===== src/rtl/debug_sequencer.sv =====
// Host-side debug sequencer: UART command bytes in, decoder readback / ACK bytes out, pipeline step gating.
// Optional feature: define DEBUG_SEQ_CHECKSUM_EN to append an XOR checksum byte after each READ response.
module debug_sequencer #(
  parameter int unsigned SETTLE_CYCLES = 2,
  parameter logic [7:0]  ACK_BYTE      = 8'hAA
) (
  input  logic        clk,
  input  logic        reset,
  input  logic [7:0]  rx_data,
  input  logic        rx_valid,
  output logic        rx_ready,
  output logic [7:0]  tx_data,
  output logic        tx_valid,
  input  logic        tx_ready,
  output logic [7:0]  dbg_code,
  input  logic [31:0] dbg_result,
  input  logic [1:0]  dbg_size,
  output logic        step_en,
  output logic        running
);

  localparam int unsigned SW = (SETTLE_CYCLES > 1) ? $clog2(SETTLE_CYCLES) : 1;

  typedef enum logic [3:0] {
    S_IDLE, S_SETTLE, S_LATCH, S_SEND, S_STEP, S_GETN, S_STEPN, S_RUN, S_ACK
  } state_e;

  state_e        state_q, state_d;
  logic [SW-1:0] settle_q, settle_d;
  logic [7:0]    cnt_q, cnt_d;
  logic [31:0]   shadow_q, shadow_d;
  logic [1:0]    size_q, size_d;
  logic [2:0]    idx_q, idx_d;
  logic [7:0]    dbg_code_q, dbg_code_d;
  logic [7:0]    tx_data_q, tx_data_d;
  logic          tx_valid_q, tx_valid_d;
  logic          rx_ready_q, rx_ready_d;
  logic          step_en_q, step_en_d;
  logic          running_q, running_d;
  logic          rx_acc, tx_acc;

  // Index of the final byte of a READ response (checksum byte sits one past the data).
  function automatic logic [2:0] last_idx(input logic [1:0] sz);
`ifdef DEBUG_SEQ_CHECKSUM_EN
    return 3'({1'b0, sz}) + 3'd1;
`else
    return 3'({1'b0, sz});
`endif
  endfunction

`ifdef DEBUG_SEQ_CHECKSUM_EN
  function automatic logic [7:0] csum(input logic [31:0] s, input logic [1:0] sz);
    logic [7:0] x;
    x = s[7:0];
    if (sz >= 2'd1) x = x ^ s[15:8];
    if (sz >= 2'd2) x = x ^ s[23:16];
    if (sz == 2'd3) x = x ^ s[31:24];
    return x;
  endfunction
`endif

  // Next-state and registered-output logic
  always_comb begin
    state_d    = state_q;
    settle_d   = settle_q;
    cnt_d      = cnt_q;
    shadow_d   = shadow_q;
    size_d     = size_q;
    idx_d      = idx_q;
    dbg_code_d = dbg_code_q;
    tx_data_d  = 8'h00;
    rx_acc     = rx_valid && rx_ready_q;
    tx_acc     = tx_valid_q && tx_ready;

    unique case (state_q)
      S_IDLE: begin
        if (rx_acc) begin
          if (!rx_data[7] && (rx_data != 8'h00)) begin
            dbg_code_d = rx_data;
            settle_d   = '0;
            state_d    = S_SETTLE;
          end else begin
            case (rx_data)
              8'hC0:   state_d = S_STEP;
              8'hC1:   state_d = S_GETN;
              8'hC2:   state_d = S_RUN;
              8'hC3:   state_d = S_ACK;
              default: state_d = S_IDLE;
            endcase
          end
        end
      end
      S_SETTLE: begin
        if (settle_q == SW'(SETTLE_CYCLES - 1)) state_d = S_LATCH;
        else settle_d = settle_q + SW'(1);
      end
      S_LATCH: begin
        shadow_d = dbg_result;
        size_d   = dbg_size;
        idx_d    = 3'd0;
        state_d  = S_SEND;
      end
      S_SEND: begin
        if (tx_acc) begin
          if (idx_q == last_idx(size_q)) begin
            state_d    = S_IDLE;
            dbg_code_d = 8'h00;
          end else begin
            idx_d = idx_q + 3'd1;
          end
        end
      end
      S_STEP: state_d = S_ACK;
      S_GETN: begin
        if (rx_acc) begin
          cnt_d   = rx_data;
          state_d = (rx_data == 8'h00) ? S_ACK : S_STEPN;
        end
      end
      S_STEPN: begin
        cnt_d = cnt_q - 8'd1;
        if (cnt_q == 8'd1) state_d = S_ACK;
      end
      S_RUN: begin
        if (rx_acc && (rx_data == 8'hC3)) state_d = S_ACK;
      end
      S_ACK: begin
        if (tx_acc) state_d = S_IDLE;
      end
      default: state_d = S_IDLE;
    endcase

    rx_ready_d = (state_d == S_IDLE) || (state_d == S_GETN) || (state_d == S_RUN);
    tx_valid_d = (state_d == S_SEND) || (state_d == S_ACK);
    step_en_d  = (state_d == S_STEP) || (state_d == S_STEPN) || (state_d == S_RUN);
    running_d  = (state_d == S_RUN);

    if (state_d == S_ACK) begin
      tx_data_d = ACK_BYTE;
    end else if (state_d == S_SEND) begin
`ifdef DEBUG_SEQ_CHECKSUM_EN
      if (idx_d == last_idx(size_d)) tx_data_d = csum(shadow_d, size_d);
      else tx_data_d = shadow_d[{idx_d[1:0], 3'b000} +: 8];
`else
      tx_data_d = shadow_d[{idx_d[1:0], 3'b000} +: 8];
`endif
    end
  end

  always_ff @(posedge clk) begin
    if (reset) begin
      state_q    <= S_IDLE;
      settle_q   <= '0;
      cnt_q      <= 8'h00;
      shadow_q   <= 32'h0;
      size_q     <= 2'd0;
      idx_q      <= 3'd0;
      dbg_code_q <= 8'h00;
      tx_data_q  <= 8'h00;
      tx_valid_q <= 1'b0;
      rx_ready_q <= 1'b1;
      step_en_q  <= 1'b0;
      running_q  <= 1'b0;
    end else begin
      state_q    <= state_d;
      settle_q   <= settle_d;
      cnt_q      <= cnt_d;
      shadow_q   <= shadow_d;
      size_q     <= size_d;
      idx_q      <= idx_d;
      dbg_code_q <= dbg_code_d;
      tx_data_q  <= tx_data_d;
      tx_valid_q <= tx_valid_d;
      rx_ready_q <= rx_ready_d;
      step_en_q  <= step_en_d;
      running_q  <= running_d;
    end
  end

  assign rx_ready = rx_ready_q;
  assign tx_data  = tx_data_q;
  assign tx_valid = tx_valid_q;
  assign dbg_code = dbg_code_q;
  assign step_en  = step_en_q;
  assign running  = running_q;

endmodule


===== config.mk =====
export PLATFORM = sky130hd
export DESIGN_NAME = debug_sequencer
export DESIGN_NICKNAME = d
export VERILOG_FILES = /design/src/rtl/debug_sequencer.sv
export SDC_FILE = /design/constraint.sdc
export NUM_CORES = 1
export LEC_CHECK = 0
export ABC_AREA = 1
export BUFFER_PORTS_ARGS = -buffer_cell sky130_fd_sc_hd__buf_2
export CORE_UTILIZATION = 45
export DETAILED_ROUTE_END_ITERATION = 12
export HOLD_SLACK_MARGIN = 0.02
export PLACE_DENSITY = 0.76
export SYNTH_ARGS = -nofsm -noshare
export SYNTH_HDL_FRONTEND = slang
export SYNTH_SLANG_ARGS = --single-unit

===== constraint.sdc =====
create_clock -name clk -period 2.1 [get_ports clk]
set_input_delay 0 -clock clk [delete_from_list [all_inputs] [get_ports clk]]
set_output_delay 0 -clock clk [all_outputs]
set_load 0.02 [all_outputs]

# --- Yosys cells after proc, flatten, opt, wreduce, memory -nomap -nowiden ---
# Cells that the tools add are included.
totals:
  reg_bits: 70
  word_cells: 97
op_classes:
  n_bitwise: 1
  n_mux: 29
  shifts: 1
  add_sub_neg: 3
  n_reduce_logical: 23
  n_eq_ne: 26
op_table:
  columns: ["operator", "n"]
  rows:
  - ["$mux 8", 7]
  - ["$mux 4", 10]
  - ["$pmux 4 s9", 1]
  - ["$eq 4x3->1 const B", 8]
  - ["$eq 8x8->1 const B", 4]
  - ["$mux 32", 1]
  - ["$pmux 8 s2", 2]
  - ["$shiftx 32x6->8", 1]
  - ["$pmux 4 s4", 1]
  - ["$eq 4x2->1 const B", 3]
  - ["$ne 2x2->1 const B", 6]
  - ["$eq 4x4->1 const B", 2]
  - ["$eq 8x1->1 const B", 1]
  - ["$logic_not 4->1", 2]
  - ["$logic_not 8->1", 1]
  - ["$reduce_bool 2->1", 4]
  - ["$reduce_bool 8->1", 1]
  - ["$sub 8x1->8 const B", 1]
  - ["$mux 3", 2]
  - ["$pmux 3 s2", 1]
  - ["$reduce_and 3->1", 2]
  - ["$logic_or 1x1->1", 5]
  - ["$reduce_and 5->1", 1]
  - ["$eq 4x1->1 const B", 1]
  - ["10 further kinds", 15]

# --- Longest topological paths before layout ---
# Gate-level depths: netlist of run 1.
logic_depth:
  word_depth: 8
  depth_mapped: 13

# --- Least setup slack after synthesis of run 1 ---
# Ideal clock, no wire load.
synth_path:
  path_type: "reg-to-reg"
  startpoint: "reg rx_ready_q, in the netlist rx_ready"
  endpoint: "reg tx_data_q[1], in the netlist tx_data[1]"
  path_buffers: 0
  arrival_time_ns: 1.477
  path_stages_with_launch: 12
  required_ns: 1.983
  slack_ns: 0.505
  path_cell_list: "dfxtp_1 > nand2_1 > clkinv_1 > nand3_1 > nand2_1 > inv_1 > nor2_1 > nand3_2 > nand3_4 > clkinv_2 > nand2_1 > nand2_1"
synth_via:
  elab_chain_len: 7
  word_cells_on_any_way: 10
  cone_classes: "eq/ne (2); mux (6); reduce/logical (2)"
synth_rtl:
  columns: ["item", "line_no", "text"]
  rows:
  - ["start, declared", "37", "logic rx_ready_q, rx_ready_d;"]
  - ["start signal, assigned", "174", "rx_ready_q <= rx_ready_d;"]
  - ["$logic_and 1x1->1 *", "72", "rx_acc = rx_valid && rx_ready_q;"]
  - ["$logic_and 1x1->1", "125", "if (rx_acc && (rx_data == 8'hC3)) state_d = S_ACK;"]
  - ["$mux 4", "125", null]
  - ["$pmux 4 s9 *", "75", "unique case (state_q)"]
  - ["$eq 4x2->1", "140", "end else if (state_d == S_SEND) begin"]
  - ["$mux 8", "140", null]
  - ["$mux 8 *", "138", "if (state_d == S_ACK) begin"]
  - ["end signal, assigned", "172", "tx_data_q <= tx_data_d;"]
  - ["end, declared", "35", "logic [7:0] tx_data_q, tx_data_d;"]
# Every way passes the cells marked *; elsewhere a longest branch is shown, timed or not.
# A chain may end at the register's enable or synchronous reset.

# --- Final worst setup path of run 1 ---
layout_path:
  startpoint: "reg state_q[2]"
  endpoint: "reg tx_data_q[3], in the netlist tx_data[3]"
layout_via:
  elab_chain_len: 6
  word_cells_on_any_way: 25
  cone_classes: "eq/ne (10); shift (1); mux (13); reduce/logical (1)"
layout_rtl:
  columns: ["item", "line_no", "text"]
  rows:
  - ["start, declared", "28", "state_e state_q, state_d;"]
  - ["start signal, assigned", "165", "state_q <= state_d;"]
  - ["branches (longest 5 deep; another with $shiftx 32x6->8)", null, null]
  - ["$mux 8 *", "138", null]
# Mark *: on every way between the ends.

==> results of run 1 <==
-- routing by layer --
metal,share of wire [%],wire length (microns)
met1,47,3990
met4,2.1,177
met5,0,0
met3,7.1,607
met2,44,3710
-- power breakdown --
group | switching, mW | total, mW | leakage (nW) | internal (mW)
Combinational | 0.911 | 1.40 | 1.41 | 0.485
Sequential | 0.108 | 1.66 | 0.567 | 1.55
Clock | 0.528 | 1.12 | 0.103 | 0.589
-- area by class of cell --
cell class,count,area [sq um]
clock buffers,10,138
clock inverters,6,68.8
fillers,661,3090
inverters,52,196
multi-input cells,336,1760
flip-flops and latches,70,1400
well taps,99,124
repair buffers,89,558
-- what timing repair did --
action / CTS / global route
endpoints found under the hold margin: 21 / 0
hold buffers: 21 / 0
setup buffers: 0 / 0
resized for setup: 0 / 0
-- kinds of logic (layout without fill, tap and decap cells) --
logic type      count (synthesis)  in the layout
simple gates                  239            239
xor+xnor                        4              4
mux                            16             16
fa+ha+maj                       3              3
flops                          70             70
compound gates                 74             74
buf+inv                        68            157
-- sequential cells by signal, summed over array words and instances (netlist names), 2 cells and up --
| signal | flops |
|---|---|
| shadow_q | 32 |
| idx_q | 3 |
| dbg_code | 8 |
| size_q | 2 |
| tx_data | 8 |
| state_q | 4 |
| cnt_q | 8 |
-- stage by stage --
stage / cell area (sq um) / std cells / power (mW)
global route: 4240 / 662 / 4.43
floorplan: 3440 / 474 / 2.68
CTS: 4240 / 662 / 4.18
global placement: 3820 / 625 / 3.01
detailed placement: 3820 / 625 / 3.04
finish: 4240 / 662 / 4.17
-- how the worst max path moves through the flow --
stage                       endpoint  slack (ns)  cells past startpoint
4_1_cts        tx_data[3]$_SDFF_PP0_        0.24                     10
3_3_place_gp   tx_data[5]$_SDFF_PP0_        0.32                     10
6_report       tx_data[3]$_SDFF_PP0_        0.24                     10
2_1_floorplan  tx_data[1]$_SDFF_PP0_        0.51                     11
5_1_grt        tx_data[5]$_SDFF_PP0_        0.04                     10
3_5_place_dp   tx_data[3]$_SDFF_PP0_        0.25                     10
-- synth_stat cells (all sizes together) --
| cell | number | area (sq um) |
|---|---|---|
| a31oi | 1 | 6.26 |
| buf | 9 | 65.1 |
| nand4 | 5 | 46.3 |
| nor3 | 5 | 25.0 |
| o21ai | 40 | 200 |
| mux2i | 16 | 160 |
| clkinv | 2 | 8.75 |
| a22oi | 1 | 7.51 |
| ha | 3 | 37.5 |
| inv | 50 | 188 |
| a211oi | 1 | 7.51 |
| clkbuf | 7 | 26.3 |
| o22ai | 2 | 12.5 |
| o211ai | 1 | 7.51 |
| a21oi | 27 | 139 |
| nor2 | 78 | 320 |
| dfxtp | 70 | 1400 |
| nand2 | 82 | 333 |
| or2 | 16 | 100 |
| xor2 | 3 | 26.3 |
| and2 | 1 | 6.26 |
| nand3 | 52 | 303 |
| o221ai | 1 | 8.76 |
| xnor2 | 1 | 8.76 |
-- worst max-delay path, delay by kind of cell, from the launching register on --
family	cells	cell delay, ns
flip-flops	1	0.35
AND/OR/NAND/NOR	10	1.41
==> metrics.yaml, run 1 <==
setup_path:
  crit_arrival_ns: 2.09
  r2r_start: "state_q[2]$_SDFF_PP0_"
  reg2reg_to: "tx_data[3]$_SDFF_PP0_"
  crit_path_start_kind: "register"
  critPathLaunch: "state_q[2]$_SDFF_PP0_"
  cp_max_fo: 18
  cp_common_cell: "nand2_1"
  critPathCaptureType: "register"
  worstPathRequired_ns: 2.33
  critical_path.cell_chain: "nor2_4 -> nand2_2 -> nor2_4 -> nand4_4 -> nand2_4 -> nand2_1 -> nand3_1 -> nand2_1 -> nand2_1 -> nand2_1"
  reg2reg_slack_ns: 0.24
  ff2ff_path_depth: 10
  cp_slowest_cell: "dfxtp_1"
  crit_type: "register to register"
  max_stage_delay_ns: 0.35
clock_tree:
  cts_made_buffers: 9
  cts_tree: "yes"
  h-tree-depth: 3
  clkTransAtPathRegs_ns: 0.08
  clk_latency_ns: 0.35
  cts-root-buf: "clkbuf_8"
  clk_path_buf_depth: 2
  cts_sinks: 70
floorplanning:
  die_h_microns: 89.5
  die_w_microns: 89.5
  die_area_sq_um: 8010
  fp-row-count: 31
  core_area_sq_um: 7330
  pin_count: 66
  initial_core_util_pct: 47.0
timing:
  rsz0062_at_grt: "no"
  maxSlewViolCount: 0
  tns_ns: 0
  finalWorstSetupSlack_ns: 0.237
  worst_slew_pin_slew_ns: 0.508
  finalCriticalPeriod_ns: 1.86
  setup_viol: 0
  period_share_pct: 88.7
  fin_skew_ns: 0.0138
  relSlewSlack_pct: 66.1
  whs_ns: 0.0492
  finalHoldViolations: 0
  fmax_mhz: 537
worst_hold_path:
  min_path_cells: 4
  hold_start: "dbg_result[7]"
  hold_path.class: "primary input to register"
  worstHoldEndpoint: "shadow_q[7]$_SDFF_PP0_"
routing:
  wl_per_cell_microns: 12.8
  first_iter_violations: 238
  vias_per_cell: 5.12
  firstDrtPassIters: 5
  ant_nets: 0
  drc: 0
  vias: 3392
  finalWirelength_mm: 8.49
synthesis:
  yosys_warnings: 0
  synthSimpleGateAreaFrac_pct: 32.9
  syn_area_per_cell_sq_um: 7.27
  synth_fp_nets: 523
  synth-compound-area-share_pct: 11.3
  synth_xor_area_share_pct: 1.02
  synthAdderAreaFrac_pct: 1.09
  muxShareOfSynthArea_pct: 4.65
  synth_top_family_by_area: "simple AND/OR/NAND/NOR gates"
  syn_inst: 474
  yosysSeqAreaShare_pct: 40.7
  yosysUniqueCellTypes: 39
  syn_area_sq_um: 3440
  ys_ff_latch: 70
flow_run:
  maxCapViolCount: 0
global_routing:
  grtUsageMet3_pct: 5.91
  met1_usage_pct: 30.9
  grt_pass1_vias: 3069
  grt_pass1_wl_mm: 13.8
  top_usage_layer: "met2"
  use_met2_pct: 33.9
  grt_overflow: 0
  antenna_found_initial: 0
  grt_max_degree: 47
  track_usage_pct: 22.3
final_layout:
  final_cell_mix: "nand2_1, nor2_1, dfxtp_1, buf_2, nand3_1"
  antenna_cells: 0
  drive_gt1_share_pct: 19.2
  area_growth_syn_to_layout_pct: 23.1
  nNetsFinal: 607
  layout_commonest_cell: "nand2_1"
  post-route-util_pct: 57.9
place:
  portBuffers: 65
  pre_cts_ws_ns: 0.252
  place_hpwl_mm: 6.07
  routabilityCongestion: 0.964
pwr:
  power-per-cell-area_nw_per_um2: 984
  power_leakage_nw: 2.08
  ir_drop_v: 0.000475
outcome:
  status: "complete, no violations"
Note: power is estimated with default switching activity, not from simulation.
==> run 2: changes to the inputs <==
==> constraint.sdc (replaced) <==
create_clock -name clk -period 2.1 [get_ports clk]
set_input_delay 0 -clock clk [delete_from_list [all_inputs] [get_ports clk]]
set_output_delay 0 -clock clk [all_outputs]
set_load 0.1 [all_outputs]
==> metrics.yaml, run 2 (synthesis gave the netlist of run 1 again) <==
timing:
  setup_viol: 0
  relSlewSlack_pct: 65.4
  fin_skew_ns: 0.0167
  worst_slew_pin_slew_ns: 0.519
  tns_ns: 0
  rsz0062_at_grt: "no"
  finalHoldViolations: 0
  period_share_pct: 88.5
  maxSlewViolCount: 0
  fmax_mhz: 538
  finalCriticalPeriod_ns: 1.86
  finalWorstSetupSlack_ns: 0.241
final_layout:
  drive_gt1_share_pct: 19.4
  layout_commonest_cell: "nand2_1"
  n_fill_cell: 688
  nNetsFinal: 606
  area_growth_syn_to_layout_pct: 22.9
  stdcell_area_sq_um: 4230
  largest_register_ffs: 32
  antenna_cells: 0
  top_register: "shadow_q"
  final_cell_mix: "nand2_1, nor2_1, dfxtp_1, buf_2, nand3_1"
  final_cells: 661
pwr:
  ir_drop_v: 0.000864
  total_power_mw: 4.81
  power-per-cell-area_nw_per_um2: 1140
  power_leakage_nw: 2.08
routing:
  vias_per_cell: 5.18
  first_iter_violations: 305
  drc: 0
  finalWirelength_mm: 8.90
  vias: 3427
  ant_nets: 0
  wl_per_cell_microns: 13.5
  firstDrtPassIters: 5
floorplanning:
  die_w_microns: 89.5
  die_area_sq_um: 8010
  fp-row-count: 31
  die_h_microns: 89.5
  initial_core_util_pct: 47.0
  pin_count: 66
  core_area_sq_um: 7330
setup_path:
  ff2ff_path_depth: 10
  cp_common_cell: "nand2_1"
  max_stage_delay_ns: 0.36
  reg2reg_to: "tx_data[3]$_SDFF_PP0_"
  worstPathRequired_ns: 2.34
  critical_path.cell_chain: "nor2_4 -> nand2_2 -> nor2_4 -> nand4_4 -> nand2_4 -> nand2_1 -> nand3_1 -> nand2_1 -> nand2_1 -> nand2_1"
  r2r_start: "state_q[2]$_SDFF_PP0_"
  critPathBufInv: 0
  critPathCaptureType: "register"
  cp_slowest_cell: "dfxtp_1"
  cpLargestDelayFamily: "simple AND/OR/NAND/NOR gates"
  cp_max_fo: 18
  crit_arrival_ns: 2.10
  reg2reg_slack_ns: 0.24
  critPathLaunch: "state_q[2]$_SDFF_PP0_"
  crit_type: "register to register"
  crit_path_start_kind: "register"
clock_tree:
  cts_tree: "yes"
  clk_latency_ns: 0.35
  cts_sinks: 70
  h-tree-depth: 3
  clk_path_buf_depth: 2
  cts-root-buf: "clkbuf_8"
  cts_setup_buffers: 0
  cts_made_buffers: 9
  clkTransAtPathRegs_ns: 0.09
place:
  pre_cts_ws_ns: 0.256
  portBuffers: 65
  place_hpwl_mm: 6.23
  dp.cells: 625
  placed_cell_area_sq_um: 3830
  routabilityCongestion: 0.881
worst_hold_path:
  worstHoldEndpoint: "shadow_q[7]$_SDFF_PP0_"
  hold_start: "dbg_result[7]"
  hold_path.class: "primary input to register"
  min_path_cells: 4
global_routing:
  grt_overflow: 0
  grt_pass1_wl_mm: 14.1
  antenna_found_initial: 0
  grt_max_degree: 47
  grt_pass1_vias: 3074
  track_usage_pct: 23.3
outcome:
  status: "complete, no violations"
flow_run:
  maxCapViolCount: 0
run 2: cell types whose count changed in the layout (fill, tap and decap cells not counted):
cell,before,now
dfxtp_2,0,1
dlygate4sd3_1,21,20
clkinv_4,1,2
inv_6,2,1
dfxtp_1,70,69
run 2: worst min-delay path, cell delays in order:
cell	delay, ns
buf_2	0.07
or2_1	0.09
o21ai_1	0.08
nor2_1	0.10
run 2: cell type report:
cell class / count / area, sq um / share of cell area [%]
timing repair buffer: 88 / 548 / 12.9
clock inverter: 6 / 68.8 / 1.63
sequential: 70 / 1400 / 33.1
tap: 99 / 124 / 2.93
inverter: 52 / 196 / 4.64
clock buffer: 10 / 138 / 3.25
multi-input combinational: 336 / 1760 / 41.5
run 2: how the worst max path moves through the flow:
stage | end | slack, ns | depth (start not counted)
floorplan | tx_data[1]$_SDFF_PP0_ | 0.02 | 9
global placement | tx_data[5]$_SDFF_PP0_ | 0.33 | 9
detailed placement | tx_data[3]$_SDFF_PP0_ | 0.26 | 10
CTS | tx_data[3]$_SDFF_PP0_ | 0.24 | 10
global route | tx_data[1]$_SDFF_PP0_ | 0.07 | 10
finish | tx_data[3]$_SDFF_PP0_ | 0.24 | 10
run 2: per-layer routing:
layer	global-route usage [%]	share of wire, %	vias up
met4	9.52	2.0	0
met2	36.3	47	118
met1	31.8	45	1584
met5	0	0	-
met3	4.25	6.1	19
li1	-	-	1706
run 2: metrics by stage:
stage	utilization, %	hold slack [ns]
floorplan	-	0.163
global placement	52.2	0.278
detailed placement	52.2	0.279
CTS	57.7	0.0208
global route	57.7	0.0519
finish	57.7	0.0174
run 2: repair_timing:
| item | in CTS | in global routing |
|---|---|---|
| endpoints found under the hold margin | 20 | 0 |
| hold buffers | 20 | 0 |
| resized for setup | 0 | 0 |
run 2: where the power goes:
group	internal [mW]	leakage, nW	switching (mW)	total, mW
logic	0.482	1.41	1.52	2.00
clock network	0.587	0.103	0.543	1.13
registers	1.56	0.567	0.123	1.68
total	2.62	2.08	2.19	4.81
==> run 3: changes to the inputs <==
--- a/config.mk
+++ b/config.mk
@@ -9,6 +9,8 @@
 export BUFFER_PORTS_ARGS = -buffer_cell sky130_fd_sc_hd__buf_2
 export CORE_UTILIZATION = 45
+export CTS_CLUSTER_SIZE = 28
 export DETAILED_ROUTE_END_ITERATION = 12
 export HOLD_SLACK_MARGIN = 0.02
+export MAX_ROUTING_LAYER = met4
 export PLACE_DENSITY = 0.76
 export SYNTH_ARGS = -nofsm -noshare
==> constraint.sdc (replaced) <==
create_clock -name clk -period 2.1 [get_ports clk]
set_input_delay 0 -clock clk [delete_from_list [all_inputs] [get_ports clk]]
set_output_delay 0 -clock clk [all_outputs]
set_load 0.05 [all_outputs]
==> metrics.yaml, run 3 (synthesis gave the netlist of run 1 again) <==
pwr:
  power-per-cell-area_nw_per_um2: 1070
  switchingPower_mw: 1.80
  ir_drop_v: 0.000580
  power_frac_clock_pct: 27.3
  p_seq_share_pct: 36.9
  switching_share_pct: 39.8
  power_leakage_nw: 2.08
  comb_power_share_pct: 35.8
  p_int_mw: 2.72
routing:
  top_layer_used: "met4"
  ant_nets: 0
  vias_per_cell: 5.10
  first_iter_violations: 309
  wl_per_cell_microns: 13.2
  drc: 0
  wl_met1_mm: 4.15
  met3_length_microns: 539
  finalWirelength_mm: 8.68
  dr_wl_met2_mm: 3.92
  firstDrtPassIters: 6
  vias: 3364
floorplanning:
  initial_core_util_pct: 47.0
  die_w_microns: 89.5
  pin_count: 66
  fp-row-count: 31
  die_h_microns: 89.5
  core_area_sq_um: 7330
  die_area_sq_um: 8010
setup_path:
  cp_max_fo: 18
  critPathCaptureType: "register"
  worstPathRequired_ns: 2.33
  reg2reg_slack_ns: 0.19
  crit_path_start_kind: "register"
  crit_type: "register to register"
  crit_arrival_ns: 2.14
clock_tree:
  cts-root-buf: "clkbuf_8"
  cts_tree: "yes"
  clkTransAtPathRegs_ns: 0.08
  cts_resized: 0
  cts_sinks: 70
  clk_path_buf_depth: 2
  h-tree-depth: 3
  cts_setup_buffers: 0
  clk_latency_ns: 0.35
  cts_made_buffers: 9
place:
  portBuffers: 65
  routabilityCongestion: 0.991
  place_hpwl_mm: 6.08
outcome:
  status: "complete, no violations"
final_layout:
  final_cell_mix: "nand2_1, nor2_1, dfxtp_1, buf_2, nand3_1"
  layout_commonest_cell: "nand2_1"
  n_fill_cell: 671
  drive_gt1_share_pct: 19.3
  nNetsFinal: 605
  largest_register_ffs: 32
  top_register: "shadow_q"
  area_growth_syn_to_layout_pct: 23.1
  antenna_cells: 0
timing:
  worst_slew_pin_slew_ns: 0.487
  relSlewSlack_pct: 67.5
  whs_ns: 0.0297
  finalHoldViolations: 0
  period_share_pct: 90.9
  rsz0062_at_grt: "no"
  fmax_mhz: 524
  tns_ns: 0
  maxSlewViolCount: 0
  fin_skew_ns: 0.0123
  setup_viol: 0
  finalCriticalPeriod_ns: 1.91
global_routing:
  grt_pass1_wl_mm: 13.9
  grt_pass1_vias: 2960
  grt_max_degree: 47
  track_usage_pct: 23.4
  antenna_found_initial: 0
  grt_overflow: 0
flow_run:
  maxCapViolCount: 0
worst_hold_path:
  hold_path.class: "primary input to register"
run 3: cell types whose count changed in the layout (fill, tap and decap cells not counted):
cell and change:
bufinv_16 +1, clkbuf_8 -1, clkinv_2 -1, clkinv_4 -1
dfxtp_1 +1, dfxtp_2 -1, dlygate4sd3_1 -1, inv_6 +2
run 3: area by class of cell:
type	count	area (sq um)	area share (%)
Clock inverter	7	103	2.42
Sequential cell	70	1400	33.0
Clock buffer	9	124	2.92
Timing Repair Buffer	87	538	12.7
Inverter	52	196	4.63
Tap cell	99	124	2.92
Multi-Input combinational cell	336	1760	41.4
run 3: power by group through the flow:
stage	Combinational (mW)	Clock [mW]	Sequential [mW]
after floorplan	0.882	0	2.02
final	1.62	1.23	1.67
after detailed placement	1.57	0	1.69
after global placement	1.56	0	1.69
after global routing	1.77	1.31	1.69
after CTS	1.61	1.24	1.67
run 3: metal layers:
| layer | vias to the layer above | global-route usage, % |
|---|---|---|
| met5 | - | - |
| met4 | 0 | 4.76 |
| met3 | 11 | 5.26 |
| met2 | 128 | 34.7 |
| met1 | 1529 | 32.7 |
| li1 | 1696 | - |
run 3: worst paths after layout:
| check | from | endpoint | cells past startpoint |
|---|---|---|---|
| worst max-delay path | state_q[2]$_SDFF_PP0_ | tx_data[3]$_SDFF_PP0_ | 10 |
| worst min-delay path | dbg_result[7] | shadow_q[7]$_SDFF_PP0_ | 4 |
| worst max register to register | state_q[2]$_SDFF_PP0_ | tx_data[3]$_SDFF_PP0_ | 10 |
| worst min register to register | dbg_code[4]$_SDFFE_PP0P_ | dbg_code[4]$_SDFFE_PP0P_ | 2 |
run 3: timing repair:
action                                  CTS  global route
endpoints found under the setup margin    0             0
hold endpoints to repair                 19             0
hold buffers                             19             0
run 3: through the flow:
| step | setup slack (ns) | cell area, sq um | instances | util (%) | total power, mW |
|---|---|---|---|---|---|
| 2_1_floorplan | 0.234 | 3440 | 474 | - | 2.90 |
| 3_3_place_gp | 0.311 | 3820 | 625 | 52.2 | 3.24 |
| 3_5_place_dp | 0.238 | 3820 | 625 | 52.2 | 3.26 |
| 4_1_cts | 0.226 | 4240 | 660 | 57.9 | 4.51 |
| 5_1_grt | 0.0131 | 4240 | 660 | 57.9 | 4.77 |
| 6_report | 0.190 | 4240 | 660 | 57.9 | 4.52 |
run 3: critical path: stages, from the launching register on:
cell,delay (ns)
dfxtp_1,0.36
nor2_4,0.16
nand2_2,0.09
nor2_4,0.26
nand4_4,0.30
nand2_4,0.27
nand2_1,0.09
nand3_1,0.09
nand2_1,0.06
nand2_1,0.05
nand2_1,0.05
